[config.mk]
export PLATFORM = sky130hd
export DESIGN_NAME = reg_serializer
export DESIGN_NICKNAME = d
export VERILOG_FILES = /design/src/rtl/reg_serializer.sv
export SDC_FILE = /design/constraint.sdc
export NUM_CORES = 1
export LEC_CHECK = 0
export ABC_AREA = 1
export ABC_CLOCK_PERIOD_IN_PS = 1300
export BUFFER_PORTS_ARGS = -buffer_cell sky130_fd_sc_hd__buf_4
export CORE_MARGIN = 1
export CORE_UTILIZATION = 48
export CTS_CLUSTER_DIAMETER = 60
export DETAILED_ROUTE_END_ITERATION = 12
export GPL_TIMING_DRIVEN = 0
export PLACE_DENSITY = 0.72
export SYNTH_ARGS = -nofsm -noshare
export SYNTH_HDL_FRONTEND = slang
export SYNTH_SLANG_ARGS = --single-unit
[constraint.sdc]
create_clock -name clk -period 1.3 [get_ports clk]
set_input_delay 0.26 -clock clk [delete_from_list [all_inputs] [get_ports clk]]
set_output_delay 0.26 -clock clk [all_outputs]
set_load 0.01 [all_outputs]
[src/rtl/reg_serializer.sv]
// rtl/reg_serializer.sv - Parallel-to-serial framer: start bit, N data bits LSB first, optional even parity (SER_PARITY_EN), stop bit
module reg_serializer #(
    parameter int N = 8
) (
    input  logic         clk,
    input  logic         rst,
    input  logic         l,
    input  logic [N-1:0] D,
    output logic         sout,
    output logic         busy,
    output logic         done
);

    localparam int CW = $clog2(N);
    localparam logic [CW-1:0] LAST = CW'(N - 1);

    typedef enum logic [2:0] {
        IDLE   = 3'd0,
        START  = 3'd1,
        DATA   = 3'd2,
`ifdef SER_PARITY_EN
        PARITY = 3'd3,
`endif
        STOP   = 3'd4
    } state_t;

    state_t        state, state_d;
    logic [N-1:0]  shreg, shreg_d;
    logic [CW-1:0] cnt, cnt_d;
    logic          sout_d, busy_d, done_d;

    // Next state plus the output values for the cycle that state will occupy,
    // so that sout/busy/done can be registered without adding latency.
    always_comb begin
        state_d = state;
        shreg_d = shreg;
        cnt_d   = cnt;
        sout_d  = 1'b1;
        busy_d  = 1'b1;
        done_d  = 1'b0;
        case (state)
            IDLE: begin
                busy_d = 1'b0;
                if (l) begin
                    shreg_d = D;
                    state_d = START;
                    sout_d  = 1'b0;
                    busy_d  = 1'b1;
                end
            end
            START: begin
                state_d = DATA;
                cnt_d   = '0;
                sout_d  = shreg[0];
            end
            DATA: begin
                if (cnt == LAST) begin
`ifdef SER_PARITY_EN
                    state_d = PARITY;
                    sout_d  = ^shreg;
`else
                    state_d = STOP;
                    done_d  = 1'b1;
`endif
                end else begin
                    cnt_d  = cnt + 1'b1;
                    sout_d = shreg[cnt_d];
                end
            end
`ifdef SER_PARITY_EN
            PARITY: begin
                state_d = STOP;
                done_d  = 1'b1;
            end
`endif
            STOP: begin
                // l is deliberately not looked at here; a held request
                // is taken on the following IDLE cycle.
                state_d = IDLE;
                busy_d  = 1'b0;
            end
            default: begin
                state_d = IDLE;
                busy_d  = 1'b0;
            end
        endcase
    end

    // State, data and registered outputs; reset aborts any frame in progress.
    always_ff @(posedge clk or negedge rst) begin
        if (!rst) begin
            state <= IDLE;
            shreg <= '0;
            cnt   <= '0;
            sout  <= 1'b1;
            busy  <= 1'b0;
            done  <= 1'b0;
        end else begin
            state <= state_d;
            shreg <= shreg_d;
            cnt   <= cnt_d;
            sout  <= sout_d;
            busy  <= busy_d;
            done  <= done_d;
        end
    end

endmodule
# ---- After elaboration in Yosys (flattened, before gate mapping)
# Cells that the tools add are included.
dict set report totals {
  regBits 17
  in_bits 11
  output_inout_bits 3
  word_cells 34
}
dict set report classes {
  add_sub_neg 1
  magnitude_cmp 1
  eq_ne 6
  mux 14
  n_reduce_logical 6
}
# op count
set ops {}
lappend ops {{3-bit two-way mux} 3}
lappend ops {{3-bit one-hot mux with 3 select lines} 1}
lappend ops {{1-bit two-way mux} 6}
lappend ops {{2-bit != test (second input constant)} 3}
lappend ops {{3-bit one-hot mux with 2 select lines} 1}
lappend ops {{2-bit AND reduction} 3}
lappend ops {{3-bit by 4-bit less-than comparator with 1-bit output (second input constant)} 1}
lappend ops {{3-bit by 1-bit adder with 3-bit output (second input constant)} 1}
lappend ops {{1-bit binary-select mux with 3-bit select} 1}
lappend ops {{3-bit by 1-bit equality test with 1-bit output (second input constant)} 1}
lappend ops {{3-bit by 2-bit equality test with 1-bit output (second input constant)} 1}
lappend ops {{3-bit equality test (second input constant)} 1}
lappend ops {{3-bit logical NOT} 1}
lappend ops {{1-bit one-hot mux with 3 select lines} 1}
lappend ops {{1-bit one-hot mux with 2 select lines} 1}
lappend ops {{2-bit nonzero test} 1}
lappend ops {{2-bit OR reduction} 1}

# ---- Depth between registers and ports, before layout
# Gate-level depths: netlist of run 1.
dict set report depth {
  ltp_word 5
  depth_mapped 8
  mapped_depth_nobuf 8
}

# ---- Worst setup path before layout of run 1
# OpenSTA, ideal clock, no wires.
dict set report synth_path {
  path_type {reg2reg}
  from {reg cnt[0]}
  to {reg sout}
  setup_ns 0.076
  arrival_ns 1.282
  t_required_ns 1.224
  path_slack_ns -0.058
  path_stages_with_launch 9
  n_path_buf 0
  synth_period_minus_slack_ns 1.358
  cell_sequence {dfrtp_1 > ha_1 > ha_1 > inv_1 > nand3_1 > nand3_1 > nand2_1 > nand2_1 > nand2_1}
}
dict set report synth_via {
  elab_chain_len 5
  word_cells_on_any_way 6
  cone_classes {add/sub (1); eq/ne (1); mux (4)}
}
# element line_no
set synth_rtl {}
lappend synth_rtl {{start, declared} 29} ;# logic [CW-1:0] cnt, cnt_d;
lappend synth_rtl {{start signal, assigned} 101} ;# cnt <= cnt_d;
lappend synth_rtl {{3-bit by 1-bit adder with 3-bit output} 66} ;# cnt_d = cnt + 1'b1;
lappend synth_rtl {{1-bit binary-select mux with 3-bit select} 67} ;# sout_d = shreg[cnt_d];
lappend synth_rtl {{1-bit two-way mux (implied by the code)} 67}
lappend synth_rtl {{1-bit two-way mux (*)} 57} ;# if (cnt == LAST) begin
lappend synth_rtl {{1-bit one-hot mux with 3 select lines (*)} 41} ;# case (state)
lappend synth_rtl {{net sout_d} 30} ;# logic sout_d, busy_d, done_d;
lappend synth_rtl {{end signal, assigned} 102} ;# sout <= sout_d;
lappend synth_rtl {{end, declared} 9} ;# output logic sout,
# Mark *: on every way through the listed nets, which the timed path passes. The rest lies on a longest branch. The select of a mux whose other input is x is not followed.
# A chain may end at the register's enable or synchronous reset.

# ---- Final worst setup path of run 1
dict set report layout_path {
  from {reg cnt[1]}
  to {reg sout}
}
# The elaborated chain is that of the path after synthesis.

==> results by group, run 1 <==
GRT
  • Largest net degree at the start of global routing: 18
  • Global-route wire length before repair: 2.40 mm
  • GRT Overall Usage: 0.178
  • Vias in the first global route: 618
  • Antenna violations before repair: 0
  • GRT Residual Overflow: 0

Yosys
  • Mapped Area: 837 µm²
  • Count of different cell masters after synthesis: 17
  • Post-Synthesis Cells: 91
  • Synth Warn #: 0
  • Seq/Total Area, Yosys: 0.510
  • Syn_nets: 104
  • Area share of the leading cell type in the synthesized netlist: 0.478
  • FF+latch count, synth: 17
  • Synth area leaders: dfrtp_1, nand2_1, nand3_1
  • Leading area contributor after synthesis: dfrtp_1
  • Syn avg cell area: 9.20 µm²

STA
  • Unrepaired setup endpoints after global routing: yes
  • Worst-Margin Slew: 0.215 ns
  • Minimum clock period: 1.27 ns
  • Skew final: 0.00709 ns
  • Hold Violations, Final: 0
  • Crit path setup slack, layout: 0.0312 ns
  • # setup viols final: 0
  • Final Cycle Share: 0.976
  • Setup TNS: 0 ns
  • Max transition margin: 0.857
  • Pins over their slew limit: 0
  • Minimum hold slack: 0.156 ns
  • F_max: 788 MHz

Power and ir drop
  • PwrDens: 2240 nW/µm²
  • Power Total: 0.00237 W
  • VDD IR max: 1040 µV
  • LEAKAGE: 0.537 nW

Critical path
  • R2r startpoint: cnt[1]
  • Largest fanout on the critical path: 3
  • Worst R2R End: sout
  • Worst path required time: 1.53 ns
  • Critical path data arrival time: 1.50 ns
  • CP Launch Point: cnt[1]
  • FF-to-FF path depth: 7
  • Setup crit start kind: register
  • CP endpoint: sout
  • Crit end category: register
  • Crit Path Category: reg -> reg
  • Reg2reg setup slack: 0.03 ns

Worst hold path
  • Hold Crit Depth: 3
  • Worst hold path class: in -> reg

Placement
  • DP Cell Count: 120
  • # port buffers: 13
  • Routability cong.: 0.792
  • DP Worst Slack: -0.108 ns
  • Detailed Place HPWL: 1.03 mm

Clock tree
  • TritonCTS sink count: 17
  • CTS tree: built
  • Number of buffers created by CTS: 3
  • H-tree Lvls: 1
  • Clock transition at the registers of the reported paths: 0.09 ns
  • Worst-Skew Late Latency: 0.29 ns
  • Clock Path Buffers: 2
  • Root buffer cell: clkbuf_4

Die
  • Die area: 1910 µm²
  • Top Ports: 14
  • Row Count: 14
  • Core ar.: 1560 µm²
  • Die height: 43.8 µm
  • Initial Util: 0.537
  • Die width: 43.8 µm

Routing
  • Drt initial violations: 7
  • Avg Vias per Cell: 5.10
  • Total Routed Length: 1.38 mm
  • Post-DRT Antenna Nets: 0
  • Remaining DRCs: 3
  • DR vias: 642
  • DR WL/cell: 11.0 µm
  • First drt pass iteration count: 7

Final layout
  • Filler cells: 138
  • Fraction of layout cells with a size suffix above 1: 0.455
  • Commonest non-fill, non-tap cell in the layout: nand2_1
  • # nets final: 124
  • Post-Layout Cell Count: 126
  • Area delta synth->final: 26.3%
  • Commonest non-fill, non-tap cells in the layout: nand2_1, dfrtp_1, buf_4
  • Antenna diodes: 0

Outcome
  • Violated checks: design-rule violations
  • Status: complete, but fails checks

Run
  • Max Cap Viol: 0
layout make-up:
type | count | area, µm² | area share
clock buffers | 4 | 26.3 | 0.0249
well taps | 16 | 20.0 | 0.0189
multi-input cells | 63 | 403 | 0.381
flip-flops and latches | 17 | 428 | 0.405
repair buffers | 15 | 115 | 0.109
inverters | 11 | 65.1 | 0.0615
synthesized netlist by cell type, drive strengths merged:
master	n
bufinv	1
dfrtp	16
dfstp	1
ha	2
inv	10
nand2	40
nand3	11
nor2	5
nor3	1
o21ai	4
metrics by stage:
step                cell area, µm²  utilization
finish                        1060        0.678
global route                  1060        0.678
CTS                           1020        0.657
detailed placement             968        0.621
global placement               968        0.621
floorplan                      851            -
how the worst min path moves through the flow:
| stage | slack (ns) | from | to |
|---|---|---|---|
| 2_1_floorplan | -0.04 | rst | busy |
| 3_3_place_gp | 0.13 | rst | shreg[0] |
| 3_5_place_dp | 0.13 | rst | shreg[0] |
| 4_1_cts | 0.15 | D[2] | shreg[2] |
| 5_1_grt | 0.16 | D[0] | shreg[0] |
| 6_report | 0.16 | D[2] | shreg[2] |
cell families after synthesis:
logic type | Yosys count | share of synthesized area
simple gates | 57 | 0.362
flops | 17 | 0.510
buf+inv | 11 | 0.0747
compound gates | 4 | 0.0239
fa+ha+maj | 2 | 0.0299
where the power goes:
group	internal [W]	switching, W	leakage, nW
registers	0.000761	0.000140	0.211
logic	0.000506	0.000686	0.311
clock network	0.000119	0.000157	0.0150
total	0.00139	0.000982	0.537
timing repair:
| action | in CTS | in global routing |
|---|---|---|
| setup endpoints to repair | 4 | 3 |
| endpoints found under the hold margin | 16 | 0 |
| buffers inserted | 1 | 0 |
| cloned | 0 | 0 |
| pin swaps | 1 | 4 |
| resized for setup | 2 | 8 |
| hold buffers | 1 | 0 |
layer usage:
layer	up-vias	global-route usage	wire (µm)
met1	300	0.192	573
met3	5	0.0250	44
met2	13	0.304	722
met4	0	0.150	40
met5	-	0	0
li1	324	-	-
worst max-delay path: stages (launching register included):
cell     delay (ns)
dfrtp_1        0.42
ha_4           0.18
ha_4           0.28
nand3_1        0.09
nand3_2        0.09
nand2_2        0.05
nand2_2        0.05
nand2_1        0.04
sequential cells by signal, summed over array words and instances, names as in the netlist:
name	cells
busy	1
cnt	3
done	1
shreg	8
sout	1
state	3
Note: power is estimated with default switching activity, not from simulation.
==> inputs of run 2 (changes only) <==
Settings changed: SETUP_SLACK_MARGIN from default to 0.3.
==> run 2 against run 1 <==
The run now ends clean. Routed wire length up 16%. Die area unchanged. Critical path type unchanged. Flip-flop and latch count unchanged. Clock power up 4%. Maximum frequency down 2.0%. Register-to-register slack worse by 0.03 ns. Sequential share of layout area down 2.6 points. Final cell count up 3.2%. Combinational power up 13%. Sequential power up 1%. Count of clock-buffer cells in the layout unchanged.
==> results by group, run 2 (same netlist as run 1, synthesis figures left out) <==
Routing
  • Remaining DRCs: 0 (-3)
  • First drt pass iteration count: 3 (-4)
  • Avg Vias per Cell: 5.13 (+0.70%)
  • Drt initial violations: 6 (-1)
  • Total Routed Length: 1.61 mm (+16%)
  • DR WL/cell: 12.3 µm (+13%)
  • Post-DRT Antenna Nets: 0 (unchanged)
  • DR vias: 667 (+3.9%)

Final layout
  • Max reg flops: 8 (unchanged)
  • # nets final: 128 (+3.2%)
  • Largest Register: shreg
  • Commonest non-fill, non-tap cell in the layout: nand2_1
  • Area delta synth->final: 34.8%
  • Fraction of layout cells with a size suffix above 1: 0.518 (+0.0630)
  • Antenna diodes: 0 (unchanged)
  • Commonest non-fill, non-tap cells in the layout: nand2_1, dfrtp_1, buf_4
  • Finished Core Util: 0.724 (+0.0457)
  • Largest registers: shreg (8), cnt (3), state (3)
  • Final Instance Area: 1130 µm² (+6.7%)

STA
  • Unrepaired setup endpoints after global routing: yes
  • Worst-Margin Slew: 0.277 ns (+0.0620 ns)
  • Skew final: 0.000805 ns (-0.00628 ns)
  • # setup viols final: 0 (unchanged)
  • Max transition margin: 0.815 (-0.0418)
  • Final Cycle Share: 0.995 (+0.0194)
  • Hold Violations, Final: 0 (unchanged)
  • Crit path setup slack, layout: 0.00589 ns (-0.0253 ns)
  • Minimum clock period: 1.29 ns (+0.0253 ns)
  • F_max: 773 MHz (-2.0%)
  • Pins over their slew limit: 0 (unchanged)

Critical path
  • Crit Path Category: reg -> reg
  • CP Buf/Inv Count: 1 (+1)
  • Crit end category: register
  • Critical path data arrival time: 1.54 ns (+0.04 ns)
  • Worst path required time: 1.54 ns (about the same)
  • Largest fanout on the critical path: 3 (unchanged)
  • FF-to-FF path depth: 8 (+1)
  • Most used cell along the critical path: nand2_1
  • Max stage delay on crit path: 0.43 ns (about the same)
  • Crit-path slowest cell: dfrtp_1
  • Worst path cell trace: ha_4 -> ha_4 -> inv_4 -> nand3_2 -> nand3_2 -> nand2_1 -> nand2_1 -> nand2_1
  • Setup crit start kind: register
  • Crit path max-delay family: adder cells
  • Crit. path cell count: 8 (+1)

Die
  • Core ar.: 1560 µm² (unchanged)
  • Initial Util: 0.537 (unchanged)
  • Die width: 43.8 µm (unchanged)
  • Row Count: 14 (unchanged)
  • Top Ports: 14 (unchanged)
  • Die height: 43.8 µm (unchanged)
  • Die area: 1910 µm² (unchanged)

Placement
  • Detailed Place HPWL: 1.06 mm (+2.6%)
  • Routability cong.: 0.867 (+9.4%)
  • # port buffers: 13 (unchanged)
  • DP Worst Slack: -0.0299 ns (+0.0782 ns)
  • DP Area: 997 µm² (+3.0%)

GRT
  • GR peak layer: met2
  • GRT Residual Overflow: 0 (unchanged)
  • Antenna violations before repair: 0 (unchanged)
  • GRT Overall Usage: 0.211 (+0.0331)
  • M2 GR Usage: 0.352 (+0.0478)
  • Largest net degree at the start of global routing: 18 (unchanged)
  • Vias in the first global route: 687 (+11%)
  • Met1 Track Usage GR: 0.248 (+0.0561)
  • Global-route wire length before repair: 2.84 mm (+18%)
  • Met3 global-route usage: 0.0500 (+0.0250)

Clock tree
  • Worst-Skew Late Latency: 0.29 ns (about the same)
  • CTS tree: built
  • Number of buffers created by CTS: 3 (unchanged)
  • Clock transition at the registers of the reported paths: 0.10 ns (about the same)
  • Root buffer cell: clkbuf_4
  • H-tree Lvls: 1 (unchanged)
  • Clock Path Buffers: 2 (unchanged)
  • TritonCTS sink count: 17 (unchanged)

Power and ir drop
  • VDD IR max: 1470 µV (+41%)
  • Power Total: 0.00255 W (+7.4%)
  • PwrDens: 2260 nW/µm² (+0.63%)
  • LEAKAGE: 0.579 nW (+7.8%)

Outcome
  • Status: finished clean

Worst hold path
  • Hold Crit Depth: 3 (unchanged)
  • Worst hold path class: in -> reg

Run
  • Max Cap Viol: 0 (unchanged)
run 2: layout make-up:
type	instances	area [µm²]
inverter	11	61.3
tap	16	20.0
timing repair inverter	1	8.76
fill	143	430
sequential	17	428
multi-input combinational	64	443
clock buffer	4	26.3
timing repair buffer	17	141
run 2: worst min-delay path: stages:
cell,delay [ns]
buf_4,0.08
nand2_2,0.04
nand2_1,0.04
run 2: routing by layer:
metal  vias up  wire length (µm)
li1        331                 -
met2        16               840
met4         0                53
met5         -                 0
met1       314               658
met3         6                53
run 2: per-stage QoR:
| step | std cells | hold slack (ns) | setup TNS [ns] |
|---|---|---|---|
| 5_1_grt | 130 | 0.151 | -0.0443 |
| 3_5_place_dp | 120 | 0.132 | -0.0299 |
| 2_1_floorplan | 91 | -0.0356 | 0 |
| 3_3_place_gp | 120 | 0.132 | -0.0159 |
| 6_report | 130 | 0.153 | 0 |
| 4_1_cts | 130 | 0.156 | 0 |
run 2: worst paths after layout:
path	startpoint	end	slack, ns
max in group asynchronous	rst	sout	0.68
hold reg to reg	shreg[6]	shreg[6]	0.49
min in group asynchronous	rst	shreg[0]	0.36
hold / removal	D[4]	shreg[4]	0.15
setup / recovery	cnt[1]	sout	0.006
setup reg to reg	cnt[1]	sout	0.006
run 2: repair_timing:
| item | in CTS | in global routing |
|---|---|---|
| hold endpoints to repair | 16 | 0 |
| pin swaps | 5 | 1 |
| buffers inserted | 3 | 0 |
| gates cloned | 2 | 0 |
| resized for setup | 5 | 11 |
| endpoints found under the setup margin | 19 | 18 |
| hold buffers | 1 | 0 |
run 2: power by group:
part / leakage, nW / total, W / switching [W] / internal (W)
Combinational: 0.353 / 0.00135 / 0.000772 / 0.000573
Sequential: 0.211 / 0.000913 / 0.000151 / 0.000762
Clock: 0.0150 / 0.000286 / 0.000167 / 0.000119
==> inputs of run 3 (changes only) <==
Settings changed: ABC_AREA 1 to default, CORE_UTILIZATION 48 to 47, PLACE_DENSITY 0.72 to 0.71.
==> run 3 against run 2 <==
Global-route usage down 3.7 points. Non-clock buffer count up 1. Maximum frequency down 9.8%. The flow now finishes with violations (design-rule violations, negative setup slack). Critical endpoint is now cnt[0]. First-iteration DRC count up 33%. Flip-flop and latch count unchanged. Via count down 20%. Clock power down 6%. Die area about the same. Critical path depth down 3. Largest cell class is now sequential cells. Largest power group unchanged. Critical path type unchanged. Synthesized area down 2.1%. Total power down 6.2%.
==> results by group, run 3 <==
Critical path
  • Crit Path Category: reg -> reg
  • Largest fanout on the critical path: 5 (+2)
  • Critical path data arrival time: 1.61 ns (+0.07 ns)
  • FF-to-FF path depth: 5 (-3)
  • Worst path required time: 1.48 ns (-0.06 ns)
  • Crit end category: register
  • Setup crit start kind: register

Die
  • Die height: 43.8 µm (about the same)
  • Row Count: 14 (unchanged)
  • Initial Util: 0.526 (-0.0112)
  • Die area: 1910 µm² (about the same)
  • Top Ports: 14 (unchanged)
  • Die width: 43.8 µm (about the same)
  • Core ar.: 1560 µm² (unchanged)

GRT
  • Antenna violations before repair: 0 (unchanged)
  • GRT Residual Overflow: 0 (unchanged)
  • GRT Overall Usage: 0.174 (-0.0371)
  • Largest net degree at the start of global routing: 18 (unchanged)
  • Vias in the first global route: 574 (-16%)
  • Global-route wire length before repair: 2.34 mm (-18%)

Clock tree
  • Number of buffers created by CTS: 3 (unchanged)
  • Clock transition at the registers of the reported paths: 0.09 ns (about the same)
  • TritonCTS sink count: 17 (unchanged)
  • Root buffer cell: clkbuf_4
  • H-tree Lvls: 1 (unchanged)
  • CTS tree: built
  • Clock Path Buffers: 2 (unchanged)
  • Worst-Skew Late Latency: 0.29 ns (about the same)

Yosys
  • Asr flop ratio synth: 1.00 (unchanged)
  • Leading area contributor after synthesis: dfrtp_1
  • Top_reg_cell synth: dfrtp_1
  • XOR/XNOR share of the synthesized area: 0 (unchanged)
  • Synth area leaders: dfrtp_1, mux2_4, mux2i_1
  • Syn_nets: 72 (-31%)
  • Adder-cell share of the synthesized area: 0.0305 (+0.000639)
  • Simple-Gate Fraction of Synth Area: 0.124 (-0.238)
  • Syn avg cell area: 13.9 µm² (+51%)
  • Area share of the leading cell type in the synthesized netlist: 0.489 (+0.0102)
  • Synth Warn #: 0 (unchanged)
  • Mapped Area: 820 µm² (-2.1%)
  • Post-synth EDFFs: 0 (unchanged)
  • Seq/Total Area, Yosys: 0.521 (+0.0109)
  • Commonest cells in the netlist: dfrtp_1, mux2_4, mux2i_1, nor2b_1, and2_1
  • Post-Synthesis Cells: 59 (-35%)
  • Count of different cell masters after synthesis: 24 (+7)
  • Post-synthesis mux area share: 0.209 (+0.209)
  • Most common cell in the netlist: dfrtp_1
  • Largest family of logic cells by synthesized area: multiplexers
  • FF+latch count, synth: 17 (unchanged)
  • Compound-Gate Fraction of Synth Area: 0.0870 (+0.0631)

STA
  • Final Cycle Share: 1.10 (+0.108)
  • Pins over their slew limit: 0 (unchanged)
  • Worst-Margin Slew: 0.390 ns (+0.114 ns)
  • # setup viols final: 12 (+12)
  • Minimum hold slack: 0.195 ns (+0.0422 ns)
  • Max transition margin: 0.736 (-0.0786)
  • Minimum clock period: 1.43 ns (+0.140 ns)
  • Unrepaired setup endpoints after global routing: yes
  • Crit path setup slack, layout: -0.134 ns (-0.140 ns)
  • F_max: 697 MHz (-9.8%)
  • Skew final: 0.00322 ns (+0.00242 ns)
  • Hold Violations, Final: 0 (unchanged)

Final layout
  • Largest registers: shreg (8), cnt (3), state (3)
  • Largest Register: shreg
  • Area delta synth->final: 26.1%
  • # nets final: 93 (-27%)
  • Antenna diodes: 0 (unchanged)
  • Commonest non-fill, non-tap cell in the layout: dfrtp_1
  • Max reg flops: 8 (unchanged)
  • Final Instance Area: 1030 µm² (-8.4%)
  • Fraction of layout cells with a size suffix above 1: 0.494 (-0.0239)
  • Commonest non-fill, non-tap cells in the layout: dfrtp_1, buf_4, mux2_4

Placement
  • Routability cong.: 0.716 (-17%)
  • DP Area: 957 µm² (-4.0%)
  • # port buffers: 13 (unchanged)
  • Detailed Place HPWL: 948 µm (-10%)

Routing
  • Total Routed Length: 1.35 mm (-16%)
  • Post-DRT Antenna Nets: 0 (unchanged)
  • DR WL/cell: 14.2 µm (+15%)
  • DR vias: 532 (-20%)
  • Drt initial violations: 8 (+2)
  • First drt pass iteration count: 8 (+5)
  • Avg Vias per Cell: 5.60 (+9.1%)
  • Remaining DRCs: 1 (+1)

Outcome
  • Status: complete, but fails checks
  • Violated checks: design-rule violations, negative setup slack

Power and ir drop
  • PwrDens: 2310 nW/µm² (+2.4%)
  • VDD IR max: 1420 µV (-3.4%)
  • LEAKAGE: 0.489 nW (-16%)

Worst hold path
  • Hold Crit Depth: 2 (-1)
  • Worst hold path class: in -> reg

Run
  • Max Cap Viol: 0 (unchanged)
==> run 3: cell count changes in the layout (fill, tap and decap cells not counted), moves of 6 or more <==
| cell | before | now |
|---|---|---|
| nand3_2 | 7 | 0 |
| nand2_2 | 10 | 0 |
| nand2_4 | 6 | 0 |
| mux2_4 | 0 | 9 |
| nand2_1 | 25 | 0 |
==> run 3: kinds of logic (layout without fill, tap and decap cells) <==
kind of cell	after synthesis	count (layout)
buf+inv	4	24
mux	13	13
fa+ha+maj	2	2
flops	17	17
simple gates	14	14
compound gates	9	9
==> run 3: through the flow <==
step | power (W) | instances | TNS (ns) | utilization | worst slack (ns)
after floorplan | 0.00176 | 59 | -0.0249 | - | -0.0249
after global placement | 0.00197 | 88 | -0.629 | 0.614 | -0.0740
after detailed placement | 0.00202 | 88 | -0.876 | 0.614 | -0.107
after CTS | 0.00235 | 94 | -0.554 | 0.649 | -0.124
after global routing | 0.00256 | 95 | -1.18 | 0.663 | -0.174
final | 0.00239 | 95 | -0.436 | 0.663 | -0.134
==> run 3: layer usage <==
metal  vias to the layer above  global-route usage  share of wire  wire, µm
li1                        252                   -              -         -
met1                       261               0.202           0.42       564
met2                        15               0.290           0.52       695
met3                         4              0.0375          0.038        51
met4                         0               0.113          0.028        38
met5                         -                   0              0         0
==> run 3: cell type report <==
| class | count | area (µm²) |
|---|---|---|
| fill | 132 | 526 |
| buffer | 2 | 16.3 |
| tap | 16 | 20.0 |
| inverter | 2 | 7.51 |
| timing repair buffer | 16 | 134 |
| sequential | 17 | 428 |
| multi-input combinational | 38 | 402 |
| clock buffer | 4 | 26.3 |
==> run 3: repair_timing <==
action / in CTS / in global routing
resized for setup: 3 / 4
buffers inserted: 1 / 1
endpoints found under the hold margin: 16 / 0
hold buffers: 1 / 0
endpoints found under the setup margin: 19 / 19
pin swaps: 0 / 1
==> run 3: final timing paths <==
path	from	to	slack [ns]
max in group asynchronous	rst	sout	0.69
max reg2reg	cnt[0]	cnt[0]	-0.13
max	cnt[0]	cnt[0]	-0.13
min reg2reg	shreg[4]	shreg[4]	0.52
min in group asynchronous	rst	state[2]	0.36
min	D[5]	shreg[5]	0.20
==> run 3: where the power goes <==
group	total, W	internal [W]	switching (W)
clock	0.000270	0.000119	0.000151
combinational	0.00118	0.000731	0.000448
sequential	0.000938	0.000773	0.000166
total	0.00239	0.00162	0.000765
==> run 3: critical path, stage by stage, from the launching register on <==
cell and delay, ns:
dfrtp_1 0.40, ha_2 0.20, ha_4 0.17, nor3b_2 0.18, o21ai_2 0.10, mux2_4 0.26
